## config.mk

```make
export PLATFORM = sky130hd
export DESIGN_NAME = instr_decoder_pipe
export DESIGN_NICKNAME = d
export VERILOG_FILES = /design/src/rtl/instr_decoder_pipe.sv
export SDC_FILE = /design/constraint.sdc
export NUM_CORES = 1
export LEC_CHECK = 0
export ABC_AREA = 1
export BUFFER_PORTS_ARGS = -buffer_cell sky130_fd_sc_hd__buf_2
export CORE_ASPECT_RATIO = 1.1
export CORE_MARGIN = 5
export CORE_UTILIZATION = 45
export CTS_CLUSTER_SIZE = 20
export DETAILED_ROUTE_END_ITERATION = 8
export PLACE_DENSITY_LB_ADDON = 0.3
export SYNTH_ARGS = -nofsm -noshare
export SYNTH_HDL_FRONTEND = slang
export SYNTH_SLANG_ARGS = --single-unit
```

## constraint.sdc

```tcl
create_clock -name clk -period 3.03 [get_ports clk]
set_clock_uncertainty 0.05 [all_clocks]
set_input_delay 0.7575 -clock clk [delete_from_list [all_inputs] [get_ports clk]]
set_output_delay 0.7575 -clock clk [all_outputs]
set_load 0.01 [all_outputs]
```

## src/rtl/instr_decoder_pipe.sv

```systemverilog
`default_nettype none
// +--------------------------------------------------------------------------+
// | Module      : instr_decoder_pipe                                         |
// | Description : Two-stage registered instruction decoder. Stage 1 latches  |
// |               the instruction word under valid/ready, stage 2 registers  |
// |               the decoded datapath controls. Post-reset hold sequence,   |
// |               datapath stall and a one-cycle squash after jumps.         |
// |               Optional: define INSTR_COUNT_EN to add the 16-bit          |
// |               instr_count output (retired-instruction counter).          |
// | Revision    : 1.0  initial release                                       |
// +--------------------------------------------------------------------------+
module instr_decoder_pipe #(
  parameter int IR_W         = 8,
  parameter int RESET_CYCLES = 2,
  parameter int FLUSH_ON_JMP = 1
) (
  input  logic            clk,
  input  logic            reset_n,
  input  logic [IR_W-1:0] instr_in,
  input  logic            instr_valid,
  output logic            instr_ready,
  input  logic            stall,
  output logic            dec_valid,
  output logic            jmp,
  output logic            jmp_nz,
  output logic            i_sel,
  output logic            x_sel,
  output logic            y_sel,
  output logic [3:0]      source_sel,
  output logic [IR_W-5:0] imm,
  output logic [8:0]      reg_en
`ifdef INSTR_COUNT_EN
  ,
  output logic [15:0]     instr_count
`endif
);

  localparam logic [1:0] S_HOLD   = 2'd0;
  localparam logic [1:0] S_RUN    = 2'd1;
  localparam logic [1:0] S_SQUASH = 2'd2;

  localparam logic [3:0] c_src_mem  = 4'd8;
  localparam logic [3:0] c_src_pins = 4'd9;
  localparam logic [3:0] c_src_idle = 4'd10;

  localparam int                c_cnt_w     = $clog2(RESET_CYCLES + 1);
  localparam logic [c_cnt_w-1:0] c_hold_last = c_cnt_w'(RESET_CYCLES - 1);

  // Destination code to write-enable bit: code 4 is the output register (bit 8)
  function automatic logic [8:0] dst_onehot(input logic [2:0] dst);
    dst_onehot = (dst == 3'd4) ? 9'h100 : (9'h001 << dst);
  endfunction

  logic [1:0]         r_state;
  logic [1:0]         w_state_nxt;
  logic [c_cnt_w-1:0] r_hold_cnt;
  logic               w_hold_done;
  logic               w_instr_ready;
  logic               w_accept;
  logic               w_jmp_issue;

  logic [IR_W-1:0]    r_ir;
  logic               r_ir_valid;

  logic               r_dec_valid;
  logic               r_jmp;
  logic               r_jmp_nz;
  logic               r_i_sel;
  logic               r_x_sel;
  logic               r_y_sel;
  logic [3:0]         r_source_sel;
  logic [IR_W-5:0]    r_imm;
  logic [8:0]         r_reg_en;

  logic [3:0]         w_op;
  logic [2:0]         w_ld_dst;
  logic [2:0]         w_mv_dst;
  logic [2:0]         w_mv_src;
  logic               w_jmp;
  logic               w_jmp_nz;
  logic               w_i_sel;
  logic               w_x_sel;
  logic               w_y_sel;
  logic [3:0]         w_src;
  logic [8:0]         w_reg_en;

  assign w_op     = r_ir[IR_W-1 -: 4];
  assign w_ld_dst = r_ir[IR_W-2 -: 3];
  assign w_mv_dst = r_ir[IR_W-3 -: 3];
  assign w_mv_src = r_ir[IR_W-6 -: 3];

  assign w_hold_done = (r_state == S_HOLD) && (r_hold_cnt == c_hold_last);
  assign w_accept    = instr_valid && w_instr_ready;
  // A jump being registered into stage 2 this edge arms the squash of its successor
  assign w_jmp_issue = (FLUSH_ON_JMP != 0) && !stall && r_ir_valid && (w_jmp || w_jmp_nz);

  // FSM state register
  always_ff @(posedge clk or negedge reset_n) begin
    if (!reset_n) r_state <= S_HOLD;
    else          r_state <= w_state_nxt;
  end

  // FSM next-state logic
  always_comb begin
    w_state_nxt = r_state;
    case (r_state)
      S_HOLD:   if (w_hold_done) w_state_nxt = S_RUN;
      S_RUN:    if (w_jmp_issue) w_state_nxt = S_SQUASH;
      S_SQUASH: if (!stall)      w_state_nxt = S_RUN;
      default:                   w_state_nxt = S_HOLD;
    endcase
  end

  // FSM outputs: no fetch while holding after reset or while the datapath stalls
  always_comb begin
    w_instr_ready = (r_state != S_HOLD) && !stall;
  end

  // Post-reset hold counter
  always_ff @(posedge clk or negedge reset_n) begin
    if (!reset_n)                          r_hold_cnt <= '0;
    else if (r_state == S_HOLD && !w_hold_done) r_hold_cnt <= r_hold_cnt + 1'b1;
  end

  // Stage 1: instruction register; a stall freezes both the word and its valid flag
  always_ff @(posedge clk or negedge reset_n) begin
    if (!reset_n) begin
      r_ir       <= '0;
      r_ir_valid <= 1'b0;
    end else if (w_accept) begin
      r_ir       <= instr_in;
      r_ir_valid <= 1'b1;
    end else if (!stall) begin
      r_ir_valid <= 1'b0;
    end
  end

  // Combinational decode of the instruction register
  always_comb begin
    w_jmp    = 1'b0;
    w_jmp_nz = 1'b0;
    w_i_sel  = 1'b1;
    w_x_sel  = 1'b0;
    w_y_sel  = 1'b0;
    w_src    = c_src_idle;
    w_reg_en = '0;
    if (!w_op[3]) begin
      // load immediate from program memory
      w_src    = c_src_mem;
      w_reg_en = dst_onehot(w_ld_dst);
      if (w_ld_dst[2:1] == 2'b11) begin
        w_reg_en[6] = 1'b1;
        w_i_sel     = 1'b0;
      end
    end else if (w_op[3:2] == 2'b10) begin
      // register move; src==dst encodes output-register or pin reads
      if (w_mv_src == w_mv_dst) w_src = (w_mv_dst == 3'd4) ? 4'd4 : c_src_pins;
      else                      w_src = {1'b0, w_mv_src};
      w_reg_en = dst_onehot(w_mv_dst);
      if (w_mv_dst[2:1] == 2'b11 || w_mv_src == 3'd7) w_reg_en[6] = 1'b1;
      if (w_mv_dst == 3'd6) w_i_sel = 1'b0;
    end else if (w_op[3:1] == 3'b110) begin
      w_reg_en[4] = 1'b1;
      w_x_sel     = w_op[0];
      w_y_sel     = r_ir[IR_W-5];
    end else if (!w_op[0]) begin
      w_jmp = 1'b1;
    end else begin
      w_jmp_nz = 1'b1;
    end
  end

  // Stage 2: decoded control registers (bubble on empty IR or squash, hold on stall)
  always_ff @(posedge clk or negedge reset_n) begin
    if (!reset_n) begin
      r_dec_valid  <= 1'b0;
      r_jmp        <= 1'b0;
      r_jmp_nz     <= 1'b0;
      r_i_sel      <= 1'b0;
      r_x_sel      <= 1'b0;
      r_y_sel      <= 1'b0;
      r_source_sel <= c_src_idle;
      r_imm        <= '0;
      r_reg_en     <= 9'h1FF;
    end else if (r_state == S_HOLD) begin
      if (w_hold_done) begin
        r_dec_valid  <= 1'b0;
        r_jmp        <= 1'b0;
        r_jmp_nz     <= 1'b0;
        r_source_sel <= c_src_idle;
        r_reg_en     <= '0;
      end
    end else if (!stall) begin
      if (r_ir_valid && r_state != S_SQUASH) begin
        r_dec_valid  <= 1'b1;
        r_jmp        <= w_jmp;
        r_jmp_nz     <= w_jmp_nz;
        r_i_sel      <= w_i_sel;
        r_x_sel      <= w_x_sel;
        r_y_sel      <= w_y_sel;
        r_source_sel <= w_src;
        r_imm        <= r_ir[IR_W-5:0];
        r_reg_en     <= w_reg_en;
      end else begin
        r_dec_valid  <= 1'b0;
        r_jmp        <= 1'b0;
        r_jmp_nz     <= 1'b0;
        r_source_sel <= c_src_idle;
        r_reg_en     <= '0;
      end
    end
  end

`ifdef INSTR_COUNT_EN
  logic [15:0] r_instr_count;

  // Retired-instruction counter, wraps naturally at 16 bits
  always_ff @(posedge clk or negedge reset_n) begin
    if (!reset_n)                   r_instr_count <= '0;
    else if (r_dec_valid && !stall) r_instr_count <= r_instr_count + 16'd1;
  end

  assign instr_count = r_instr_count;
`endif

  assign instr_ready = w_instr_ready;
  assign dec_valid   = r_dec_valid;
  assign jmp         = r_jmp;
  assign jmp_nz      = r_jmp_nz;
  assign i_sel       = r_i_sel;
  assign x_sel       = r_x_sel;
  assign y_sel       = r_y_sel;
  assign source_sel  = r_source_sel;
  assign imm         = r_imm;
  // Write enables are suppressed while the datapath is stalled; the register keeps them
  assign reg_en      = r_reg_en & {9{~stall}};

endmodule
`default_nettype wire

```

---- After elaboration in Yosys (flattened, before gate mapping) ----
Index checks and enable logic that the tools add are counted.
storage, ports and cells
  register bits after elaboration ......... 36
  input port bits ......................... 12
  output and inout port bits .............. 24
  logic and storage cells ................. 108
operators by class
  add/sub/neg operators ................... 1
  equality and inequality tests ........... 18
  shifts and indexed selects .............. 2
  multiplexer cells ....................... 55
  bitwise operators ....................... 3
  reduce and logical (&&, ||, !) cells .... 16
operator list
  cell                                             count
  2-to-1 mux 9 bit                                 7
  2-to-1 mux 4 bit                                 10
  2-to-1 mux 1 bit                                 34
  << shifter 1 x 3 -> 9 bit, first input constant  2
  == test 3 bit, second input constant             5
  bitwise AND 9 bit                                1
  == test 2 bit, second input constant             4
  != test 2 bit, second input constant             4
  logical AND 1 bit                                7
  2-to-1 mux 2 bit                                 3
  one-hot mux 2 bit (3 select lines)               1
  AND reduction 3 bit                              2
  == test 2 x 1 -> 1 bit, second input constant    2
  != test 2 x 1 -> 1 bit, second input constant    2
  == test 3 bit                                    1
  adder 2 x 1 -> 2 bit, second input constant      1
  logical NOT 1 bit                                2
  logical NOT 2 bit                                1
  logical OR 1 bit                                 2
  NOT 1 bit                                        2
  AND reduction 2 bit                              1
  nonzero test 2 bit                               1

---- Longest topological paths before layout ----
  depth after elaboration ................. 8
  gate-level depth with buffers ........... 9
  depth with buffers taken out ............ 8

---- Worst setup path after synthesis ----
Ideal clock, no wire load.
  path type ............................... input to output
  start point ............................. in stall
  end point ............................... out reg_en[0]
  data arrival time ....................... 1.131 ns
  required time ........................... 2.223 ns
  path slack .............................. 1.092 ns
  stages on the path ...................... 2
  buffers on the path ..................... 1
  cells stage by stage .................... clkbuf_1 -> nor2_1
on the way
  cells in the longest elaborated chain, start to end .. 2
ends and longest elaborated chain
  item                 line  text
  start, declared      22    input logic stall,
  NOT 1 bit (no line)  --
  bitwise AND 9 bit    236   assign reg_en = r_reg_en & {9{~stall}};
  end, declared        31    output logic [8:0] reg_en
No other way between the ends.

---- Final worst setup path ----
  start point ............................. in stall
  end point ............................... out instr_ready
on the way
  cells in the longest elaborated chain, start to end .. 2
ends and longest elaborated chain
  item               line  text
  logical NOT 1 bit  --
  logical AND 1 bit  116   w_instr_ready = (r_state != S_HOLD) && !stall;
  end, declared      21    output logic instr_ready,
No other way between the ends.

==> impl_metrics.tcl <==
set metrics [dict create \
    synth_area_leaders "dfrtp_1, dfstp_2, nand2_1, nor2_1, inv_1" \
    layout-drive-gt1-share_pct 33.1 \
    clk_latency_ns 0.29 \
    slew_viol_final 0 \
    path_cells "buf_2 > inv_2 > nand2_2 > inv_2 > buf_2" \
    synth_largest_area_cell "dfrtp_1" \
    grt_pass1_wl_mm 6.58 \
    status "finished clean" \
    hold_violations 0 \
    netlist_top_cells_count "nand2_1, nor2_1, dfrtp_1" \
    synth_top_area_share_pct 34.0 \
    clk_pin_slew_ns 0.07 \
    slew_headroom_pct 47.8 \
    post_drt_via_cell_ratio 4.84 \
    async_flop_share_pct 100 \
    path_buf_inv 4 \
    crit_required_ns 2.22 \
    syn_area_sq_um 1840 \
    cts-resized-gates 0 \
    ir_drop_v 0.000351 \
    firstDrtPassIters 4 \
    endpoint_kind "primary output" \
    track_usage_pct 15.2 \
    areaGrowthSynthToFinish_pct 14.8 \
    htree_num_levels 2 \
    post-cts-setup-buffers 0 \
    vias 1467 \
    die_y_um 77.1 \
    setup_slack_ns 0.928 \
    avgSynthCellArea_sq_um 8.64 \
    start_kind "input port" \
    synth_edf_count 0 \
    ant_nets 0 \
    slowest_stage "buf_2" \
    worst_hold_path_type "reg2reg" \
    crit_family "buffers and inverters" \
    min_period_over_period_pct 69.4 \
    synth_nets 226 \
    setup_tns_ns 0 \
    synth-seq-cells 36 \
    fin_hold_ws_ns 0.417 \
    p_leak_uw 0.00106 \
    pin_count 36 \
    rsz0062_at_grt "no" \
    cts-root-buf "clkbuf_8" \
    totalWireLength_mm 3.66 \
    drcViolationCount 0 \
    ys_seq_area_share_pct 49.7 \
    cts-buffers-inserted 5 \
    fin_nets 263 \
    hold_buffers 0 \
    yosysWarnings 0 \
    setup_violations 0 \
    start_util_pct 46.4 \
    synth.most_common_cell "nand2_1" \
    maxCapViolCount 0 \
    timing.fmax_ghz 0.476 \
    p_per_area_nw_per_um2 937 \
    worst_slew_pin_slew_ns 0.783 \
    diodes 0 \
    grt_pass1_vias 1472 \
    grt.overflow.total 0 \
    clock_sinks 36 \
    period_needed_ns 2.10 \
    worstPathMaxFanout 11 \
    gp_congestion 0.831 \
    synth_ff_type "dfrtp_1" \
    first_iter_violations 56 \
    cts_buffer_depth 2 \
    fp.dieArea_sq_um 5470 \
    cp_slowest_stage_delay_ns 0.20 \
    fillers 401 \
    post-place-ws_ns 0.914 \
    place_hpwl_mm 2.69 \
    synth.distinct_cells 34 \
    antenna_found_initial 0 \
    post_drt_wl_per_cell_um 12.1 \
    cts_tree "built" \
    row_count 24 \
    grt_max_degree 37 \
    synthCells 213 \
    die_x_um 71.0 \
    crit_arrival_ns 1.29 \
    core_area_sq_um 3960 \
    critPathKind "in2out" \
    numPortBuffers 35 \
]
-- placed cells by master (no fill, tap or decap), types with 2 or more instances in the layout --
cell type,count
nand2_1,46
buf_2,35
nor2_1,30
dfrtp_1,25
inv_1,24
dfstp_2,11
nand3_1,10
a21oi_2,8
o21ai_1,7
inv_2,6
clkbuf_8,6
o21ai_0,5
a21oi_1,4
nor3_1,4
o21ai_2,4
nand2_2,3
nor2_2,2
nand2_4,2
o31ai_1,2
xnor2_1,2
o22ai_1,2
o22ai_2,2
clkbuf_1,2
-- layer usage --
layer	wire, um	share of wire (%)	vias up	global-route usage, %
li1	-	-	751	-
met1	1570	43	663	18.6
met2	1780	49	45	25.0
met3	218	6.0	8	2.61
met4	100	2.7	0	8.65
met5	0	0	-	0
-- power breakdown --
part	switching, uW	internal, uW
clock network	158	185
logic	543	287
registers	143	662
-- kinds of logic after synthesis --
group,after synthesis,share of synthesized area [%]
compound gates,36,13.7
buf+inv,36,9.73
flops,36,49.7
xor+xnor,2,0.953
fa+ha+maj,1,0.680
simple gates,102,25.2
-- worst register-to-register path: cells and delay by family (launching register included) --
kind                       cells  cell delay [ns]
and+or+nand+nor                4             0.56
DFF                            1             0.37
buffers and inverters          2             0.26
adders and majority gates      1             0.15
-- worst paths after layout --
| path | startpoint | end | slack [ns] | cells after the start |
|---|---|---|---|---|
| max | stall | instr_ready | 0.93 | 5 |
| min | imm[3] | imm[3] | 0.42 | 2 |
| max reg2reg | r_hold_cnt[1] | jmp | 1.54 | 7 |
| min reg2reg | imm[3] | imm[3] | 0.42 | 2 |
| max in group asynchronous | reset_n | r_ir[5] | 1.93 | 1 |
| min in group asynchronous | reset_n | r_ir_valid | 0.49 | 1 |
-- through the flow --
step | area [sq um] | utilization, % | instances | total power (uW)
2_1_floorplan | 1840 | - | 213 | 1450
3_3_place_gp | 2020 | 51.0 | 295 | 1630
3_5_place_dp | 2020 | 51.0 | 295 | 1650
4_1_cts | 2110 | 53.3 | 303 | 2000
5_1_grt | 2110 | 53.3 | 303 | 2160
6_report | 2110 | 53.3 | 303 | 1980
-- area by class of cell --
cell class | instances | area [sq um] | share of cell area (%)
clock buffers | 8 | 90.1 | 4.27
multi-input cells | 141 | 746 | 35.3
well taps | 52 | 65.1 | 3.08
flip-flops and latches | 36 | 915 | 43.3
inverters | 31 | 121 | 5.75
repair buffers | 35 | 175 | 8.29
-- flip-flops by register name, indices dropped and copies added, names as in the netlist --
signal	count
dec_valid	1
i_sel	1
imm	4
jmp	1
jmp_nz	1
r_hold_cnt	2
r_ir	8
r_ir_valid	1
r_reg_en	9
r_state	2
source_sel	4
x_sel	1
y_sel	1
(Power assumes the default switching activity.)
